===== src/rtl/ili9341_sequencer_pkg.sv =====
// Shared types and constants for the ILI9341 bring-up / frame sequencer.
package ili9341_sequencer_pkg;

  // Default timing for a 100 MHz system clock and a 240x320 panel
  localparam int DEF_RST_CYC   = 1000;
  localparam int DEF_POR_CYC   = 12_000_000;
  localparam int DEF_SLP_CYC   = 12_000_000;
  localparam int DEF_PIX_TOTAL = 76800;

  // Command-array selector understood by send_command
  localparam logic INI_COMM  = 1'b0;
  localparam logic LOOP_COMM = 1'b1;

  typedef enum logic [3:0] {
    ST_IDLE      = 4'd0,
    ST_HWRST     = 4'd1,
    ST_RST_WAIT  = 4'd2,
    ST_INIT      = 4'd3,
    ST_INIT_WAIT = 4'd4,
    ST_SLP_WAIT  = 4'd5,
    ST_LOOP_CMD  = 4'd6,
    ST_LOOP_WAIT = 4'd7,
    ST_PIXELS    = 4'd8,
    ST_FRAME_END = 4'd9
`ifdef FRAME_SYNC_EN
    ,
    ST_SYNC_WAIT = 4'd10
`endif
  } seq_state_t;

  // Largest of three cycle counts, used to size the shared delay counter
  function automatic int max3(input int a, input int b, input int c);
    int m;
    m = (a > b) ? a : b;
    return (m > c) ? m : c;
  endfunction

  // Counter width able to hold 0..n-1, never narrower than one bit
  function automatic int cnt_width(input int n);
    return (n > 1) ? $clog2(n) : 1;
  endfunction

endpackage


===== src/rtl/ili9341_sequencer_if.sv =====
// Handshake bundle between the sequencer and the command / pixel senders.
// master = sequencer side, slave = sender side.
interface ili9341_sequencer_if;
  logic o_send_comm_ena;    // 1-cycle start pulse to send_command
  logic o_command;          // INI_COMM / LOOP_COMM array select
  logic o_pix_ena;          // pixel sender enable (level)
  logic o_mux_sel;          // SPI path: 0 = command sender, 1 = pixel sender
  logic i_comm_array_sent;  // send_command finished its array
  logic i_pixel_sent;       // one pixel shifted out

  modport master (
    output o_send_comm_ena, o_command, o_pix_ena, o_mux_sel,
    input  i_comm_array_sent, i_pixel_sent
  );

  modport slave (
    input  o_send_comm_ena, o_command, o_pix_ena, o_mux_sel,
    output i_comm_array_sent, i_pixel_sent
  );
endinterface


===== src/rtl/ili9341_sequencer_dly_cnt.sv =====
// Shared down-counter for the sequencer's timed states. Loading value N-1
// on state entry makes done_o read high on the N-th cycle in that state.
module ili9341_sequencer_dly_cnt #(
  parameter int W = 8
) (
  input  logic         clk,
  input  logic         rst_n,
  input  logic         load_i,
  input  logic [W-1:0] value_i,
  output logic         done_o
);

  logic [W-1:0] cnt_q;
  logic [W-1:0] cnt_d;

  // Load has priority; otherwise count down and rest at zero
  always_comb begin
    cnt_d = cnt_q;
    if (load_i) begin
      cnt_d = value_i;
    end else if (cnt_q != '0) begin
      cnt_d = cnt_q - W'(1);
    end else begin
      cnt_d = cnt_q;
    end
  end

  // Counter register
  always_ff @(posedge clk or negedge rst_n) begin
    if (!rst_n) begin
      cnt_q <= '0;
    end else begin
      cnt_q <= cnt_d;
    end
  end

  assign done_o = (cnt_q == '0);

endmodule


===== src/rtl/ili9341_sequencer.sv =====
// ILI9341 top-level sequencer: panel hardware reset, power-on wait, init
// command array, sleep-out wait, then an endless frame loop of loop command
// array followed by PIX_TOTAL pixels. Owns the SPI path mux select.
// Optional feature macro: FRAME_SYNC_EN -- when defined, each frame after
// the first waits in SYNC_WAIT for an i_frame_sync pulse before restarting.
module ili9341_sequencer
  import ili9341_sequencer_pkg::*;
#(
  parameter int RST_CYC   = DEF_RST_CYC,
  parameter int POR_CYC   = DEF_POR_CYC,
  parameter int SLP_CYC   = DEF_SLP_CYC,
  parameter int PIX_TOTAL = DEF_PIX_TOTAL
) (
  input  logic                       clk,
  input  logic                       rst,
  input  logic                       i_start,
  input  logic                       i_stop,
  input  logic                       i_frame_sync,
  ili9341_sequencer_if.master        dp,
  output logic                       o_lcd_rst_n,
  output logic                       o_busy,
  output logic [7:0]                 o_frame_cnt
);

  localparam int DLY_W = $clog2(max3(RST_CYC, POR_CYC, SLP_CYC) + 1);
  localparam int PIX_W = cnt_width(PIX_TOTAL);

  localparam logic [DLY_W-1:0] RST_LD   = DLY_W'(RST_CYC - 1);
  localparam logic [DLY_W-1:0] POR_LD   = DLY_W'(POR_CYC - 1);
  localparam logic [DLY_W-1:0] SLP_LD   = DLY_W'(SLP_CYC - 1);
  localparam logic [PIX_W-1:0] PIX_LAST = PIX_W'(PIX_TOTAL - 1);

  seq_state_t       state_q, state_d;
  logic             stop_q, stop_d;
  logic [PIX_W-1:0] pix_cnt_q, pix_cnt_d;
  logic [7:0]       frame_cnt_q, frame_cnt_d;

  logic             lcd_rst_n_q, lcd_rst_n_d;
  logic             send_q, send_d;
  logic             cmd_q, cmd_d;
  logic             pix_q, pix_d;
  logic             busy_q, busy_d;

  logic             dly_load_s;
  logic [DLY_W-1:0] dly_value_s;
  logic             dly_done_s;

`ifndef FRAME_SYNC_EN
  // Frame sync has no consumer when the feature is compiled out
  logic unused_frame_sync_s;
  assign unused_frame_sync_s = i_frame_sync;
`endif

  ili9341_sequencer_dly_cnt #(
    .W (DLY_W)
  ) u_dly_cnt (
    .clk     (clk),
    .rst_n   (rst),
    .load_i  (dly_load_s),
    .value_i (dly_value_s),
    .done_o  (dly_done_s)
  );

  // Next-state logic: sequencing, delay loads and pixel/frame counting
  always_comb begin
    state_d     = state_q;
    dly_load_s  = 1'b0;
    dly_value_s = '0;
    pix_cnt_d   = pix_cnt_q;
    frame_cnt_d = frame_cnt_q;
    case (state_q)
      ST_IDLE: begin
        if (i_start) begin
          state_d     = ST_HWRST;
          dly_load_s  = 1'b1;
          dly_value_s = RST_LD;
        end else begin
          state_d = ST_IDLE;
        end
      end
      ST_HWRST: begin
        if (dly_done_s) begin
          state_d     = ST_RST_WAIT;
          dly_load_s  = 1'b1;
          dly_value_s = POR_LD;
        end else begin
          state_d = ST_HWRST;
        end
      end
      ST_RST_WAIT: begin
        if (dly_done_s) begin
          state_d = ST_INIT;
        end else begin
          state_d = ST_RST_WAIT;
        end
      end
      ST_INIT: begin
        state_d = ST_INIT_WAIT;
      end
      ST_INIT_WAIT: begin
        if (dp.i_comm_array_sent) begin
          state_d     = ST_SLP_WAIT;
          dly_load_s  = 1'b1;
          dly_value_s = SLP_LD;
        end else begin
          state_d = ST_INIT_WAIT;
        end
      end
      ST_SLP_WAIT: begin
        if (dly_done_s) begin
          state_d = ST_LOOP_CMD;
        end else begin
          state_d = ST_SLP_WAIT;
        end
      end
      ST_LOOP_CMD: begin
        state_d = ST_LOOP_WAIT;
      end
      ST_LOOP_WAIT: begin
        if (dp.i_comm_array_sent) begin
          state_d   = ST_PIXELS;
          pix_cnt_d = '0;
        end else begin
          state_d = ST_LOOP_WAIT;
        end
      end
      ST_PIXELS: begin
        if (dp.i_pixel_sent) begin
          if (pix_cnt_q == PIX_LAST) begin
            state_d     = ST_FRAME_END;
            frame_cnt_d = frame_cnt_q + 8'd1;
          end else begin
            pix_cnt_d = pix_cnt_q + PIX_W'(1);
          end
        end else begin
          state_d = ST_PIXELS;
        end
      end
      ST_FRAME_END: begin
        // A stop arriving in this very cycle is honoured as if latched
        if (stop_q || i_stop) begin
          state_d = ST_IDLE;
        end else begin
`ifdef FRAME_SYNC_EN
          state_d = ST_SYNC_WAIT;
`else
          state_d = ST_LOOP_CMD;
`endif
        end
      end
`ifdef FRAME_SYNC_EN
      ST_SYNC_WAIT: begin
        if (i_frame_sync) begin
          state_d = ST_LOOP_CMD;
        end else begin
          state_d = ST_SYNC_WAIT;
        end
      end
`endif
      default: begin
        state_d = ST_IDLE;
      end
    endcase
  end

  // Stop request latch: armed while busy, cleared whenever idle
  always_comb begin
    stop_d = stop_q;
    if (state_q == ST_IDLE) begin
      stop_d = 1'b0;
    end else begin
      stop_d = stop_q | i_stop;
    end
  end

  // Output next values, decoded from the state being entered so that the
  // registered outputs line up with the registered state
  always_comb begin
    lcd_rst_n_d = (state_d != ST_HWRST);
    send_d      = (state_d == ST_INIT) || (state_d == ST_LOOP_CMD);
    pix_d       = (state_d == ST_PIXELS);
    busy_d      = (state_d != ST_IDLE);
    cmd_d       = cmd_q;
    if (state_d == ST_LOOP_CMD) begin
      cmd_d = LOOP_COMM;
    end else if (state_d == ST_INIT) begin
      cmd_d = INI_COMM;
    end else begin
      cmd_d = cmd_q;
    end
  end

  // State, counters and registered outputs
  always_ff @(posedge clk or negedge rst) begin
    if (!rst) begin
      state_q     <= ST_IDLE;
      stop_q      <= 1'b0;
      pix_cnt_q   <= '0;
      frame_cnt_q <= 8'd0;
      lcd_rst_n_q <= 1'b0;
      send_q      <= 1'b0;
      cmd_q       <= INI_COMM;
      pix_q       <= 1'b0;
      busy_q      <= 1'b0;
    end else begin
      state_q     <= state_d;
      stop_q      <= stop_d;
      pix_cnt_q   <= pix_cnt_d;
      frame_cnt_q <= frame_cnt_d;
      lcd_rst_n_q <= lcd_rst_n_d;
      send_q      <= send_d;
      cmd_q       <= cmd_d;
      pix_q       <= pix_d;
      busy_q      <= busy_d;
    end
  end

  assign dp.o_send_comm_ena = send_q;
  assign dp.o_command       = cmd_q;
  assign dp.o_pix_ena       = pix_q;
  assign dp.o_mux_sel       = pix_q;
  assign o_lcd_rst_n        = lcd_rst_n_q;
  assign o_busy             = busy_q;
  assign o_frame_cnt        = frame_cnt_q;

endmodule


===== src/flat_wrapper.sv =====
// flat-port wrapper written by rule: the top's interface ports become plain ports
module ili9341_sequencer_flat import ili9341_sequencer_pkg::*;
#(
  parameter int RST_CYC   = DEF_RST_CYC,
  parameter int POR_CYC   = DEF_POR_CYC,
  parameter int SLP_CYC   = DEF_SLP_CYC,
  parameter int PIX_TOTAL = DEF_PIX_TOTAL
)
  (clk, rst, i_start, i_stop, i_frame_sync, o_lcd_rst_n, o_busy, o_frame_cnt, dp_o_send_comm_ena, dp_o_command, dp_o_pix_ena, dp_o_mux_sel, dp_i_comm_array_sent, dp_i_pixel_sent);
  ili9341_sequencer_if dp_i ();
  input  logic clk;
  input  logic rst;
  input  logic i_start;
  input  logic i_stop;
  input  logic i_frame_sync;
  output logic o_lcd_rst_n;
  output logic o_busy;
  output logic [7:0] o_frame_cnt;
  output wire logic [$bits(dp_i.o_send_comm_ena)-1:0] dp_o_send_comm_ena;
  output wire logic [$bits(dp_i.o_command)-1:0] dp_o_command;
  output wire logic [$bits(dp_i.o_pix_ena)-1:0] dp_o_pix_ena;
  output wire logic [$bits(dp_i.o_mux_sel)-1:0] dp_o_mux_sel;
  input wire logic [$bits(dp_i.i_comm_array_sent)-1:0] dp_i_comm_array_sent;
  input wire logic [$bits(dp_i.i_pixel_sent)-1:0] dp_i_pixel_sent;
  assign dp_o_send_comm_ena = dp_i.o_send_comm_ena;
  assign dp_o_command = dp_i.o_command;
  assign dp_o_pix_ena = dp_i.o_pix_ena;
  assign dp_o_mux_sel = dp_i.o_mux_sel;
  assign dp_i.i_comm_array_sent = dp_i_comm_array_sent;
  assign dp_i.i_pixel_sent = dp_i_pixel_sent;
  ili9341_sequencer #(.RST_CYC(RST_CYC), .POR_CYC(POR_CYC), .SLP_CYC(SLP_CYC), .PIX_TOTAL(PIX_TOTAL)) u_core (.clk(clk), .rst(rst), .i_start(i_start), .i_stop(i_stop), .i_frame_sync(i_frame_sync), .dp(dp_i), .o_lcd_rst_n(o_lcd_rst_n), .o_busy(o_busy), .o_frame_cnt(o_frame_cnt));
endmodule

===== config.mk =====
export PLATFORM = sky130hd
export DESIGN_NAME = ili9341_sequencer_flat
export DESIGN_NICKNAME = d
export VERILOG_FILES = /design/src/rtl/ili9341_sequencer_pkg.sv /design/src/rtl/ili9341_sequencer_if.sv /design/src/rtl/ili9341_sequencer_dly_cnt.sv /design/src/rtl/ili9341_sequencer.sv /design/src/flat_wrapper.sv
export SDC_FILE = /design/constraint.sdc
export NUM_CORES = 1
export LEC_CHECK = 0
export BUFFER_PORTS_ARGS = -buffer_cell sky130_fd_sc_hd__buf_2
export CAP_MARGIN = 15
export CORE_MARGIN = 4
export CORE_UTILIZATION = 30
export DETAILED_ROUTE_END_ITERATION = 7
export PLACE_DENSITY = 0.58
export SLEW_MARGIN = 20
export SYNTH_ARGS = -nofsm -noshare
export SYNTH_HDL_FRONTEND = slang
export SYNTH_SLANG_ARGS = --single-unit

===== constraint.sdc =====
create_clock -name clk -period 2.6 [get_ports clk]
set_input_delay 0.39 -clock clk [delete_from_list [all_inputs] [get_ports clk]]
set_output_delay 0.39 -clock clk [all_outputs]
set_load 0.005 [all_outputs]

==> run_summary.xml <==
<?xml version="1.0" encoding="UTF-8"?>
<metrics>
  <group name="status">
    <metric name="run_status" unit="">finished clean</metric>
  </group>
  <group name="setup_path">
    <metric name="timing_worst_setup_path_type" unit="">flop to flop</metric>
    <metric name="worst_setup_path_start_kind" unit="">flop</metric>
    <metric name="worstSetupStartpoint" unit="">u_core.u_dly_cnt.cnt_q[16]$_DFFE_PN0P_</metric>
    <metric name="timing.critical_path.to_type" unit="">flop</metric>
    <metric name="reg2reg_slack" unit="ns">0.13</metric>
    <metric name="path_cells" unit="">or4_1, or4_1, buf_4, nor2_1, buf_4, o21ai_0, and2_1</metric>
    <metric name="critPathSlowestCell" unit="">sky130_fd_sc_hd__or4_1</metric>
    <metric name="worst-endpoint-required" unit="ns">2.83</metric>
    <metric name="arrival" unit="ns">2.70</metric>
    <metric name="worst_path_largest_cell_delay" unit="ns">0.61</metric>
    <metric name="regToRegStartpoint" unit="">u_core.u_dly_cnt.cnt_q[16]$_DFFE_PN0P_</metric>
    <metric name="critPathMaxFanout" unit="">7</metric>
  </group>
  <group name="cells_and_area">
    <metric name="diodes_inserted" unit="">0</metric>
    <metric name="mostFrequentLayoutCells" unit="">59 x sky130_fd_sc_hd__dfrtp_1, 26 x sky130_fd_sc_hd__o21ai_0, 25 x sky130_fd_sc_hd__nor2_1</metric>
    <metric name="nFillCells" unit="">987</metric>
    <metric name="design.final.nets" unit="">364</metric>
    <metric name="finalInstanceArea" unit="sq um">3630</metric>
    <metric name="multi_input_area" unit="sq um">1510</metric>
    <metric name="final_core_utilization" unit="">0.368</metric>
    <metric name="area_delta_synth_final" unit="%">18.6</metric>
    <metric name="drive_above_1_share" unit="">0.184</metric>
    <metric name="seqCellArea" unit="sq um">1480</metric>
    <metric name="final_common_cell" unit="">sky130_fd_sc_hd__dfrtp_1</metric>
    <metric name="final_cell_count_no_fill" unit="">492</metric>
  </group>
  <group name="die">
    <metric name="top_level_ports" unit="">21</metric>
    <metric name="core.rowCount" unit="">36</metric>
    <metric name="initial_utilization" unit="">0.311</metric>
    <metric name="chipWidth" unit="microns">109</metric>
    <metric name="floorplan.die_area" unit="sq um">11900</metric>
    <metric name="die_height" unit="microns">109</metric>
    <metric name="core_region_area" unit="sq um">9860</metric>
  </group>
  <group name="placement">
    <metric name="globalplace.congestion" unit="">0.806</metric>
    <metric name="place_hpwl" unit="microns">4620</metric>
    <metric name="dpl_cell_area" unit="sq um">3430</metric>
    <metric name="io_buffers" unit="">19</metric>
    <metric name="place_inst" unit="">476</metric>
  </group>
  <group name="cts">
    <metric name="path_clk_slew" unit="ns">0.07</metric>
    <metric name="clockBufferDepth" unit="">2</metric>
    <metric name="clock-root-buffer" unit="">sky130_fd_sc_hd__clkbuf_8</metric>
    <metric name="total_of_hold_buffers_inserted_after_clock_tree_synthesis" unit="">0</metric>
    <metric name="numCtsBuffers" unit="">9</metric>
    <metric name="clock_tree.htree_level_count" unit="">3</metric>
    <metric name="cts_tree" unit="">built</metric>
    <metric name="insertion_delay" unit="ns">0.34</metric>
    <metric name="clock_sinks" unit="">59</metric>
  </group>
  <group name="drt">
    <metric name="first_iter_violations" unit="">122</metric>
    <metric name="detail_route.first_pass.iterations" unit="">4</metric>
    <metric name="routed-via-count" unit="">2500</metric>
    <metric name="wirelength" unit="microns">6820</metric>
    <metric name="post_drt_wl_per_cell" unit="microns">13.9</metric>
    <metric name="remaining_drc_errors" unit="">0</metric>
    <metric name="via_per_inst" unit="">5.08</metric>
    <metric name="drtAntennaViolNets" unit="">0</metric>
  </group>
  <group name="pwr">
    <metric name="static-leakage-power" unit="nW">1.52</metric>
    <metric name="power.clock.fraction" unit="">0.283</metric>
    <metric name="p_int" unit="W">0.00196</metric>
    <metric name="power.sequential.fraction" unit="">0.438</metric>
    <metric name="power_switching_share" unit="">0.338</metric>
    <metric name="power.density_cell_area" unit="nW/um^2">816</metric>
    <metric name="power.total" unit="W">0.00297</metric>
    <metric name="power.net_switching" unit="W">0.00100</metric>
    <metric name="vdd_ir_drop_max" unit="mV">0.234</metric>
    <metric name="comb_power_share" unit="">0.279</metric>
  </group>
  <group name="min_path">
    <metric name="hold_path_class" unit="">primary input to asynchronous set/reset pin</metric>
  </group>
  <group name="logic_synthesis">
    <metric name="synthArstFlopShare" unit="">1.00</metric>
    <metric name="synthDominantCellAreaShare" unit="">0.482</metric>
    <metric name="netlist_cell_types" unit="">46</metric>
    <metric name="synth_enable_flop_cells" unit="">0</metric>
    <metric name="ys_seq_elements" unit="">59</metric>
    <metric name="syn_area" unit="sq um">3060</metric>
    <metric name="synth.avg_cell_area" unit="sq um">9.67</metric>
    <metric name="yosys-top-cells-area" unit="">sky130_fd_sc_hd__dfrtp_1 48%, sky130_fd_sc_hd__xnor2_1 6.6%, sky130_fd_sc_hd__o21ai_0 4.2%</metric>
    <metric name="synth_sequential_area_ratio" unit="">0.482</metric>
    <metric name="ys.flop_type" unit="">sky130_fd_sc_hd__dfrtp_1</metric>
    <metric name="synth_largest_area_cell" unit="">sky130_fd_sc_hd__dfrtp_1</metric>
    <metric name="synth_cells" unit="">317</metric>
    <metric name="synth-warning-count" unit="">0</metric>
    <metric name="postSynthNetCount" unit="">327</metric>
  </group>
  <group name="timing">
    <metric name="final-max-slew-violation-count" unit="">0</metric>
    <metric name="finalSetupViolCount" unit="">0</metric>
    <metric name="timing.setup.tns" unit="ns">0</metric>
    <metric name="timing.final.crit_period" unit="ns">2.47</metric>
    <metric name="worst-slew-pin-transition" unit="ns">0.744</metric>
    <metric name="post-route-period-util" unit="">0.950</metric>
    <metric name="timing.max_slew.rel_slack" unit="">0.504</metric>
    <metric name="grt_setup_unrepaired" unit="">no</metric>
    <metric name="achievable-frequency" unit="MHz">405</metric>
    <metric name="timing_hold_violations_final" unit="">0</metric>
    <metric name="clock-skew-final" unit="ns">0.0112</metric>
  </group>
  <group name="global_route">
    <metric name="track_usage" unit="">0.126</metric>
    <metric name="grt_pass1_vias" unit="">2354</metric>
    <metric name="antenna_violations_before_repair" unit="">0</metric>
    <metric name="grt_max_degree" unit="">60</metric>
    <metric name="grt.overflow.total" unit="">0</metric>
    <metric name="global_route_wire_length_before_repair" unit="microns">11800</metric>
  </group>
  <group name="flow_run">
    <metric name="drv.max_cap_violation_count" unit="">0</metric>
  </group>
</metrics>
==> worst max-delay path, delay by kind of cell (launching register included) <==
kind / cells / cell delay [ns]
compound gates: 1 / 0.09
flops: 1 / 0.43
buf+inv: 2 / 0.37
simple gates: 4 / 1.47
==> synth_stat cells, types with 2 or more instances <==
cell type,n
sky130_fd_sc_hd__a211oi_1,2
sky130_fd_sc_hd__nor3_1,9
sky130_fd_sc_hd__xor2_1,7
sky130_fd_sc_hd__nor3b_1,2
sky130_fd_sc_hd__nand2_1,15
sky130_fd_sc_hd__o211ai_1,4
sky130_fd_sc_hd__and3_1,6
sky130_fd_sc_hd__inv_1,7
sky130_fd_sc_hd__xnor2_1,23
sky130_fd_sc_hd__nor2b_1,5
sky130_fd_sc_hd__nor4_1,8
sky130_fd_sc_hd__nand3_1,9
sky130_fd_sc_hd__nor4b_1,5
sky130_fd_sc_hd__or3_2,3
sky130_fd_sc_hd__a21o_1,4
sky130_fd_sc_hd__clkbuf_1,11
sky130_fd_sc_hd__nor2_1,25
sky130_fd_sc_hd__o21ai_0,26
sky130_fd_sc_hd__o31ai_1,5
sky130_fd_sc_hd__ha_1,3
sky130_fd_sc_hd__nand3b_1,2
sky130_fd_sc_hd__or3_1,13
sky130_fd_sc_hd__o21a_1,2
sky130_fd_sc_hd__and2_1,2
sky130_fd_sc_hd__and4_1,2
sky130_fd_sc_hd__clkbuf_2,2
sky130_fd_sc_hd__nand2b_1,5
sky130_fd_sc_hd__dfrtp_1,59
sky130_fd_sc_hd__nand4_1,11
sky130_fd_sc_hd__or4_1,12
sky130_fd_sc_hd__a21oi_1,13
==> cell families after synthesis <==
group	after synthesis	share of synthesized area
xor+xnor	30	0.0857
buf+inv	22	0.0294
simple gates	138	0.258
mux	2	0.00694
compound gates	63	0.126
flops	59	0.482
fa+ha+maj	3	0.0123
==> sequential cells by signal (all words and copies together) (netlist names) <==
name,cells
u_core.o_frame_cnt,8
u_core.state_q,4
u_core.o_lcd_rst_n,1
u_core.dp.o_send_comm_ena,1
u_core.u_dly_cnt.cnt_q,24
u_core.dp.o_mux_sel,1
u_core.pix_cnt_q,17
u_core.dp.o_command,1
u_core.o_busy,1
u_core.stop_q,1
==> power groups by stage <==
stage,combinational (W),sequential [W],clock (W)
after floorplan,0.000579,0.00126,0
after global placement,0.000806,0.00130,0
after detailed placement,0.000828,0.00131,0
after CTS,0.000834,0.00129,0.000854
after global routing,0.000940,0.00133,0.000905
final,0.000828,0.00130,0.000838
==> worst paths after layout <==
check                                                             end  cells after the start
worst min-delay path                          u_core.stop_q$_DFF_PN0_                      2
min in group clk                              u_core.stop_q$_DFF_PN0_                      3
worst max register to register  u_core.u_dly_cnt.cnt_q[8]$_DFFE_PN0P_                      7
worst min register to register      u_core.o_frame_cnt[7]$_DFFE_PN0P_                      1
worst max-delay path            u_core.u_dly_cnt.cnt_q[8]$_DFFE_PN0P_                      7
max in group asynchronous       u_core.u_dly_cnt.cnt_q[8]$_DFFE_PN0P_                      2
==> per-layer routing <==
| layer | global-route usage | wire, microns | vias to the layer above |
|---|---|---|---|
| met5 | 0 | 0 | - |
| met4 | 0.0406 | 100 | 0 |
| met3 | 0.0385 | 274 | 9 |
| met2 | 0.177 | 2980 | 36 |
| met1 | 0.183 | 3470 | 1223 |
| li1 | - | - | 1232 |
==> final cells by class <==
class,instances,share of cell area
Multi-Input combinational cell,236,0.416
Sequential cell,59,0.406
Timing Repair Buffer,41,0.0716
Tap cell,133,0.0458
Clock buffer,11,0.0389
Clock inverter,5,0.0145
Inverter,7,0.00723
==> per-stage QoR <==
stage | setup slack [ns] | hold slack [ns]
5_1_grt | 0.0151 | 0.274
4_1_cts | 0.0687 | 0.229
6_report | 0.129 | 0.191
2_1_floorplan | 0.0702 | 0.0944
3_3_place_gp | 0.117 | 0.457
3_5_place_dp | 0.0830 | 0.483
==> repair_timing <==
| item | 4_1_cts | 5_1_grt |
|---|---|---|
| buffers inserted | 0 | 0 |
| gates resized for setup | 0 | 3 |
| setup endpoints to repair | 0 | 19 |
No activity file was read; power rests on OpenSTA's default activity.
